### src/rtl/conv3x3_frame_ctrl.sv
// Frame controller for the 3x3 convolution engine: weights, pixel feed, result gating.
// Define CONV_CTRL_RELU_EN to clamp negative forwarded results to zero.
module conv3x3_frame_ctrl #(
  parameter int IMG_W    = 480,
  parameter int IMG_H    = 272,
  parameter int DRAIN_TO = 1024
) (
  input  logic        clk,
  input  logic        rst_n,
  input  logic        start,
  input  logic        cfg_we,
  input  logic [3:0]  cfg_addr,
  input  logic [7:0]  cfg_wdata,
  input  logic        s_valid,
  output logic        s_ready,
  input  logic [7:0]  s_data,
  output logic        conv_valid_in,
  output logic [7:0]  conv_din,
  output logic [71:0] conv_weights,
  input  logic        conv_valid_out,
  input  logic [17:0] conv_dout,
  output logic        m_valid,
  output logic [17:0] m_data,
  output logic        m_last,
  output logic        busy,
  output logic        done,
  output logic        err
);

  localparam int NPIX = IMG_W * IMG_H;
  localparam int CW   = $clog2(NPIX + 1);
  localparam int XW   = $clog2(IMG_W + 1);
  localparam int YW   = $clog2(IMG_H + 1);
  localparam int TW   = $clog2(DRAIN_TO + 1);

  localparam logic [CW-1:0] NPIX_C = CW'(NPIX);
  localparam logic [CW-1:0] LAST_C = CW'(NPIX - 1);
  localparam logic [XW-1:0] XEND_C = XW'(IMG_W - 1);
  localparam logic [YW-1:0] YEND_C = YW'(IMG_H - 1);
  localparam logic [TW-1:0] WEND_C = TW'(DRAIN_TO - 1);

  typedef enum logic [1:0] {
    IDLE,
    RUN,
    DRAIN,
    DONE
  } state_t;

  state_t             state_q;
  logic [CW-1:0]      in_cnt_q;
  logic [XW-1:0]      col_q;
  logic [YW-1:0]      row_q;
  logic [TW-1:0]      wd_q;
  logic [8:0][7:0]    w_q;
  logic               cvi_q;
  logic [7:0]         din_q;
  logic               mv_q;
  logic [17:0]        md_q;
  logic               ml_q;
  logic               done_q;
  logic               err_q;

  logic               rdy;
  logic               hs;
  logic               cnt_en;
  logic               col_end;
  logic               at_end;
  logic               keep;
  logic               wd_exp;
  logic [17:0]        dout_f;

  always_comb begin
    rdy     = (state_q == RUN) && (in_cnt_q < NPIX_C);
    hs      = s_valid && rdy;
    cnt_en  = conv_valid_out &&
              ((state_q == RUN) || (state_q == DRAIN));
    col_end = (col_q == XEND_C);
    at_end  = col_end && (row_q == YEND_C);
    keep    = (col_q >= XW'(2)) && (row_q >= YW'(2));
    wd_exp  = !conv_valid_out && (wd_q == WEND_C);
  end

`ifdef CONV_CTRL_RELU_EN
  assign dout_f = conv_dout[17] ? 18'h0 : conv_dout;
`else
  assign dout_f = conv_dout;
`endif

  always_ff @(posedge clk or negedge rst_n) begin
    if (!rst_n) begin
      state_q  <= IDLE;
      in_cnt_q <= '0;
      col_q    <= '0;
      row_q    <= '0;
      wd_q     <= '0;
      w_q      <= '0;
      cvi_q    <= 1'b0;
      din_q    <= '0;
      mv_q     <= 1'b0;
      md_q     <= '0;
      ml_q     <= 1'b0;
      done_q   <= 1'b0;
      err_q    <= 1'b0;
    end else begin
      cvi_q  <= hs;
      mv_q   <= 1'b0;
      ml_q   <= 1'b0;
      done_q <= 1'b0;
      if (hs) begin
        din_q <= s_data;
      end
      // raster position of the incoming result selects interior windows
      if (cnt_en) begin
        if (keep) begin
          mv_q <= 1'b1;
          md_q <= dout_f;
          ml_q <= at_end;
        end
        if (col_end) begin
          col_q <= '0;
          row_q <= row_q + YW'(1);
        end else begin
          col_q <= col_q + XW'(1);
        end
      end
      unique case (state_q)
        IDLE: begin
          if (cfg_we && (cfg_addr < 4'd9)) begin
            w_q[cfg_addr] <= cfg_wdata;
          end
          if (start) begin
            state_q  <= RUN;
            err_q    <= 1'b0;
            in_cnt_q <= '0;
            col_q    <= '0;
            row_q    <= '0;
          end
        end
        RUN: begin
          if (hs) begin
            in_cnt_q <= in_cnt_q + CW'(1);
            if (in_cnt_q == LAST_C) begin
              state_q <= DRAIN;
              wd_q    <= '0;
            end
          end
        end
        DRAIN: begin
          if (cnt_en && at_end) begin
            state_q <= DONE;
          end else if (conv_valid_out) begin
            wd_q <= '0;
          end else if (wd_exp) begin
            state_q <= IDLE;
            err_q   <= 1'b1;
          end else begin
            wd_q <= wd_q + TW'(1);
          end
        end
        DONE: begin
          state_q <= IDLE;
          done_q  <= 1'b1;
        end
        default: state_q <= IDLE;
      endcase
    end
  end

  assign s_ready       = rdy;
  assign conv_valid_in = cvi_q;
  assign conv_din      = din_q;
  assign conv_weights  = w_q;
  assign m_valid       = mv_q;
  assign m_data        = md_q;
  assign m_last        = ml_q;
  assign busy          = (state_q != IDLE);
  assign done          = done_q;
  assign err           = err_q;

endmodule

### config.mk
export PLATFORM = sky130hd
export DESIGN_NAME = conv3x3_frame_ctrl
export DESIGN_NICKNAME = d
export VERILOG_FILES = /design/src/rtl/conv3x3_frame_ctrl.sv
export SDC_FILE = /design/constraint.sdc
export NUM_CORES = 1
export LEC_CHECK = 0
export ABC_AREA = 0
export BUFFER_PORTS_ARGS = -buffer_cell sky130_fd_sc_hd__buf_2
export CAP_MARGIN = 0
export CORE_AREA = 2 2 120 122
export DETAILED_ROUTE_END_ITERATION = 10
export DIE_AREA = 0 0 122 124
export HOLD_SLACK_MARGIN = 0.05
export PLACE_DENSITY = 0.75
export SYNTH_ARGS = -nofsm -noshare
export SYNTH_HDL_FRONTEND = slang
export SYNTH_SLANG_ARGS = --single-unit
### constraint.sdc
create_clock -name clk -period 2.1 [get_ports clk]
set_clock_uncertainty 0.15 [all_clocks]
set_input_delay 0.105 -clock clk [delete_from_list [all_inputs] [get_ports clk]]
set_output_delay 0.105 -clock clk [all_outputs]
set_load 0.01 [all_outputs]
==> results.yml, run 1 <==
critical_path:
  worst_setup_path_start_kind: "flop"
  r2r_cells: 6
  cp.required_ns: 2.26
  end_kind: "flop"
  crit-reg2reg-capture: "wd_q[9]"
  crit_type: "flop to flop"
  reg2reg_from: "row_q[1]"
  worstPathMaxFanout: 5
  worst_ep_arrival_time_ns: 2.28
  ff2ff_setup_slack_ns: -0.01
sta:
  setup_viol: 1
  setup_ws_ns: -0.0119
  relSlewSlack_pct: 55.2
  drv_slew: 0
  timing.hold.ws_ns: 0.110
  period_share_pct: 101
  tightest_slew_ns: 0.671
  post-route-min-period_ns: 2.11
  rsz0062_at_grt: "yes"
  finalHoldViolations: 0
  max_freq_mhz: 474
clock_tree:
  htreeDepth: 4
  path_clk_slew_ns: 0.06
  cts_tree: "done"
  root_buffer: "clkbuf_16"
  clock_latency_ns: 0.42
  clk_path_buf_depth: 2
  cts_buffers: 17
  cts.sinks: 151
final_layout:
  final_util_pct: 67.6
  syn_to_final_growth_pct: 40.5
  nNetsFinal: 828
  final_common_cell: "dfrtp_1"
  layout_common_cells: "dfrtp_1, buf_2, mux2_2"
  antenna_cells: 0
  drive_above_1_share_pct: 48.4
power_and_ir_drop:
  power.switching_mw: 1.65
  p_per_area_nw_per_um2: 741
  p_sw_share_pct: 24.0
  p_leak_nw: 4.77
  p_int_mw: 5.22
  ir_drop_mv: 1.18
  p_seq_share_pct: 46.2
  power_frac_clock_pct: 44.9
  p_comb_share_pct: 9.0
logic_synthesis:
  synth-seq-area-share_pct: 57.3
  ys.flop_type: "dfrtp_1"
  yosys_warnings: 0
  yosys_register_bits: 151
  ys_types: 49
  synth_area_per_cell_um2: 12.5
  syn-instance-count: 529
  synth_edf_count: 0
  syn-num-nets: 583
  syn-cell-area_um2: 6600
  synth_async_sr_flop_share_pct: 100
placement:
  place_hpwl_um: 11000
  gp_congestion: 0.838
  io_buffers: 148
global_routing:
  grt_start_max_net_pins: 74
  grt_usage_pct: 21.5
  grt_overflow: 0
  grt_pass1_vias: 5173
  grt_pass1_wl_um: 25100
  antenna_found_initial: 0
outcome:
  outcome: "complete, but fails checks"
  violations: "setup timing"
min_path:
  hold_class: "primary input to asynchronous set/reset pin"
routing:
  dr.pass1.iters: 4
  drc: 0
  viasPerCell: 5.29
  num_vias: 5113
  drtIter0Drc: 230
  drt-total-wl_um: 16400
  wl_per_cell_um: 16.9
  ant_nets: 0
die:
  core_um2: 13700
  die_y_um: 124
  dieWidth_um: 122
  io_pins: 149
  num_rows: 43
  dieArea_um2: 15100
  start_util_pct: 48.1
flow_run:
  maxCapViolCount: 0
[layer usage]
metal	global-route usage, %	share of wire, %	wire [µm]
met3	5.82	5.9	969
met2	36.9	50	8160
met5	0	0	0
met1	26.3	43	6990
met4	7.54	1.5	244
[worst max-delay path: stages (launching register included)]
cell and delay [ns]:
dfrtp_1 0.40, ha_2 0.20, and3_4 0.18, and3_1 0.19, a32o_2 0.28, or3_4 0.39
o41ai_2 0.22
[layout make-up]
type / instances / area (µm²)
flip-flops and latches: 151 / 3780
fillers: 958 / 4450
well taps: 180 / 225
inverters: 14 / 52.6
multi-input cells: 349 / 2980
clock inverters: 13 / 170
clock buffers: 19 / 433
repair buffers: 241 / 1630
[logic make-up (layout without fill, tap and decap cells)]
logic type / Yosys count / count (layout) / share of synthesized area, %
buffers and inverters: 30 / 287 / 1.95
adders and majority gates: 10 / 10 / 1.90
xor gates and xnor gates: 26 / 26 / 3.45
muxes: 102 / 102 / 17.4
AOI/OAI and AO/OA: 54 / 54 / 5.63
and+or+nand+nor: 156 / 157 / 12.4
DFF: 151 / 151 / 57.3
[state kept, by name (all words and copies together), names as in the netlist, 2 cells and up]
| name | cells |
|---|---|
| conv_weights | 72 |
| m_data | 18 |
| in_cnt_q | 17 |
| wd_q | 11 |
| col_q | 9 |
| row_q | 9 |
| conv_din | 8 |
| state_q | 2 |
[worst max path at each step]
stage | from | end | depth (start not counted)
3_5_place_dp | row_q[1] | wd_q[7] | 6
5_1_grt | state_q[1] | in_cnt_q[6] | 10
2_1_floorplan | state_q[1] | wd_q[9] | 8
3_3_place_gp | row_q[1] | wd_q[9] | 6
6_report | row_q[1] | wd_q[9] | 6
4_1_cts | state_q[0] | state_q[0] | 7
[through the flow]
stage / std cells / area (µm²) / power, mW / setup WS [ns] / TNS (ns)
2_1_floorplan: 529 / 6680 / 3.47 / -0.0547 / -0.476
3_3_place_gp: 885 / 7920 / 3.73 / -0.0380 / -0.259
3_5_place_dp: 885 / 7920 / 3.77 / -0.196 / -1.53
4_1_cts: 957 / 8960 / 6.92 / 0.00882 / 0
5_1_grt: 967 / 9270 / 7.15 / -0.107 / -1.54
6_report: 967 / 9270 / 6.87 / -0.0119 / -0.0119
[synthesized netlist by cell type (2+ instances only)]
cell type	count	area [µm²]
nand4_1	12	75.1
ha_1	10	125
nand2_1	23	86.3
mux2_2	99	1110
a211oi_1	2	15.0
buf_1	2	7.51
nand3b_1	2	15.0
o21ai_0	11	55.1
dfrtp_1	151	3780
or3_1	4	25.0
and4_1	2	17.5
nor3_1	10	50.1
nor2b_1	2	12.5
a21oi_1	8	40.0
buf_2	6	30.0
clkbuf_1	6	22.5
nor4_1	9	56.3
nand2b_1	4	25.0
inv_1	14	52.6
xnor2_1	16	140
o21a_1	2	15.0
mux2i_1	3	30.0
and2_1	6	37.5
nor2_1	46	173
nand3_1	14	70.1
xor2_1	10	87.6
nor4_2	2	25.0
nor3b_2	2	25.0
a31oi_1	5	31.3
o31ai_1	16	120
and3_1	11	68.8
nor3b_1	2	15.0
[power by group through the flow]
| stage | clock (mW) | sequential [mW] | combinational, mW |
|---|---|---|---|
| floorplan | 0 | 3.21 | 0.261 |
| global placement | 0 | 3.21 | 0.523 |
| detailed placement | 0 | 3.22 | 0.553 |
| CTS | 3.14 | 3.17 | 0.618 |
| global route | 3.26 | 3.19 | 0.691 |
| finish | 3.08 | 3.17 | 0.616 |
[what timing repair did]
item                                    CTS  global route
gates cloned                              0             4
pin swaps                                 2             3
gates resized for setup                   5            45
endpoints found under the setup margin   36           102
hold endpoints to repair                173             0
hold buffers                             38             0
setup buffers                             2             6
Power figures use the tool's default switching activity.
==> run 2: changes to the inputs <==
- CORE_AREA: 2 2 120 122 -> 2 2 152 154
- DIE_AREA: 0 0 122 124 -> 0 0 154 156
- PLACE_DENSITY: 0.75 -> 0.51
==> run 2 against run 1 <==
Against the previous run:
- the run now ends clean
- core utilization shrank 25 points
- register-to-register slack better by 0.02 ns
- count of clock-buffer cells in the layout is 2 lower
- maximum frequency grew 1.1%
- highest routed layer unchanged
==> results.yml, run 2 (synthesis gave the netlist of run 1 again) <==
outcome:
  outcome: "completed"
critical_path:
  r2r_cells: 8
  worst-path-buf-inv: 3
  reg2reg_from: "row_q[1]"
  cp.required_ns: 2.26
  crit_type: "flop to flop"
  startpoint: "row_q[1]"
  endpoint: "m_data[5]"
  ff2ff_setup_slack_ns: 0.01
  worstPathMaxFanout: 5
  cp_top_family: "buffers and inverters"
  crit-reg2reg-capture: "m_data[5]"
  worst_setup_path_start_kind: "flop"
  crit_chain: "buf_6, ha_4, nor4_4, nand2_1, o211ai_4, buf_12, clkbuf_16, mux2_4"
  end_kind: "flop"
  crit_cells: 8
  worst_ep_arrival_time_ns: 2.25
  slowest_stage: "dfrtp_1"
  critPathMaxStageDelay_ns: 0.40
sta:
  tightest_slew_ns: 0.430
  max_freq_mhz: 479
  period_share_pct: 99.5
  relSlewSlack_pct: 71.3
  drv_slew: 0
  setup-tns-final_ns: 0
  rsz0062_at_grt: "yes"
  setup_viol: 0
  finalHoldViolations: 0
  timing.hold.ws_ns: 0.0695
  post-route-min-period_ns: 2.09
final_layout:
  layoutNonFillerInstCount: 1082
  syn_to_final_growth_pct: 44.9
  drive_above_1_share_pct: 49.8
  layout_common_cells: "dfrtp_1, buf_2, mux2_2"
  largest_reg_flops: 72
  final_common_cell: "dfrtp_1"
  final_area_um2: 9560
  antenna_cells: 0
  nNetsFinal: 838
  nFillCells: 2065
power_and_ir_drop:
  p_leak_nw: 4.86
  ir_drop_mv: 0.474
  fin_total_pwr_mw: 6.76
  p_per_area_nw_per_um2: 707
routing:
  dr.pass1.iters: 4
  ant_nets: 0
  num_vias: 5198
  drt-total-wl_um: 18100
  drc: 0
  wl_per_cell_um: 16.7
  viasPerCell: 4.80
  drtIter0Drc: 260
clock_tree:
  cts.sinks: 151
  clk_path_buf_depth: 2
  cts_tree: "done"
  path_clk_slew_ns: 0.06
  clock_latency_ns: 0.42
  root_buffer: "clkbuf_16"
  htreeDepth: 4
  cts_buffers: 17
global_routing:
  grt_usage_pct: 14.7
  grt_pass1_vias: 5412
  grt_start_max_net_pins: 56
  antenna_found_initial: 0
  grt_overflow: 0
  grt_pass1_wl_um: 28200
flow_run:
  maxCapViolCount: 0
die:
  dieWidth_um: 154
  num_rows: 55
  die_y_um: 156
  start_util_pct: 29.5
  core_um2: 22400
  dieArea_um2: 24000
  io_pins: 149
placement:
  dp.cells: 1001
  io_buffers: 148
  place_area_um2: 8180
  place_hpwl_um: 12100
  gp_congestion: 0.766
min_path:
  hold_class: "primary input to flop"
==> run 2: final cells by class <==
| class | instances | area [µm²] | share of cell area, % |
|---|---|---|---|
| Sequential cell | 151 | 3780 | 39.5 |
| Multi-Input combinational cell | 349 | 3030 | 31.7 |
| Timing Repair Buffer | 251 | 1780 | 18.6 |
| Clock buffer | 17 | 425 | 4.45 |
| Tap cell | 285 | 357 | 3.73 |
| Clock inverter | 15 | 138 | 1.44 |
| Inverter | 14 | 52.6 | 0.550 |
==> run 2: repair_timing <==
action                     CTS  global route
gates cloned                 0             4
setup buffers                0             7
hold endpoints to repair   253             0
hold buffers                38             0
setup endpoints to repair   37            89
pin swaps                    0            10
gates resized for setup      5            60
==> run 2: worst min-delay path by stage <==
stage,start,endpoint,cells after the start
after floorplan,rst_n,col_q[0],0
after global placement,rst_n,conv_weights[22],1
after detailed placement,rst_n,conv_weights[12],1
after CTS,s_valid,in_cnt_q[1],4
after global routing,cfg_addr[0],conv_weights[9],4
final,s_valid,in_cnt_q[1],4
==> run 2: worst reg2reg max path, delay by kind of cell, from the launching register on <==
family	cells	cell delay, ns
AND/OR/NAND/NOR	2	0.31
flip-flops	1	0.40
buffers and inverters	3	0.46
multiplexers	1	0.30
AO/OA/AOI/OAI	1	0.21
adder cells (fa/ha/maj)	1	0.16
==> run 2: power breakdown <==
| group | internal [mW] | switching, mW | leakage (nW) | total (mW) |
|---|---|---|---|---|
| sequential | 3.03 | 0.141 | 2.06 | 3.17 |
| clock | 1.56 | 1.36 | 0.265 | 2.92 |
| combinational | 0.323 | 0.337 | 2.53 | 0.660 |
| total | 4.92 | 1.84 | 4.86 | 6.76 |
==> run 2: stage by stage <==
step	worst slack (ns)	utilization, %
6_report	0.0107	42.7
4_1_cts	-0.0182	40.9
3_3_place_gp	-0.0564	36.6
5_1_grt	-0.0971	42.7
2_1_floorplan	-0.0547	-
3_5_place_dp	-0.179	36.6
==> run 2: routing by layer <==
| layer | global-route usage [%] | share of wire, % | vias to the layer above |
|---|---|---|---|
| li1 | - | - | 2403 |
| met5 | 0 | 0 | - |
| met1 | 18.7 | 46 | 2628 |
| met2 | 25.1 | 49 | 155 |
| met4 | 4.54 | 0.93 | 0 |
| met3 | 3.33 | 3.9 | 12 |
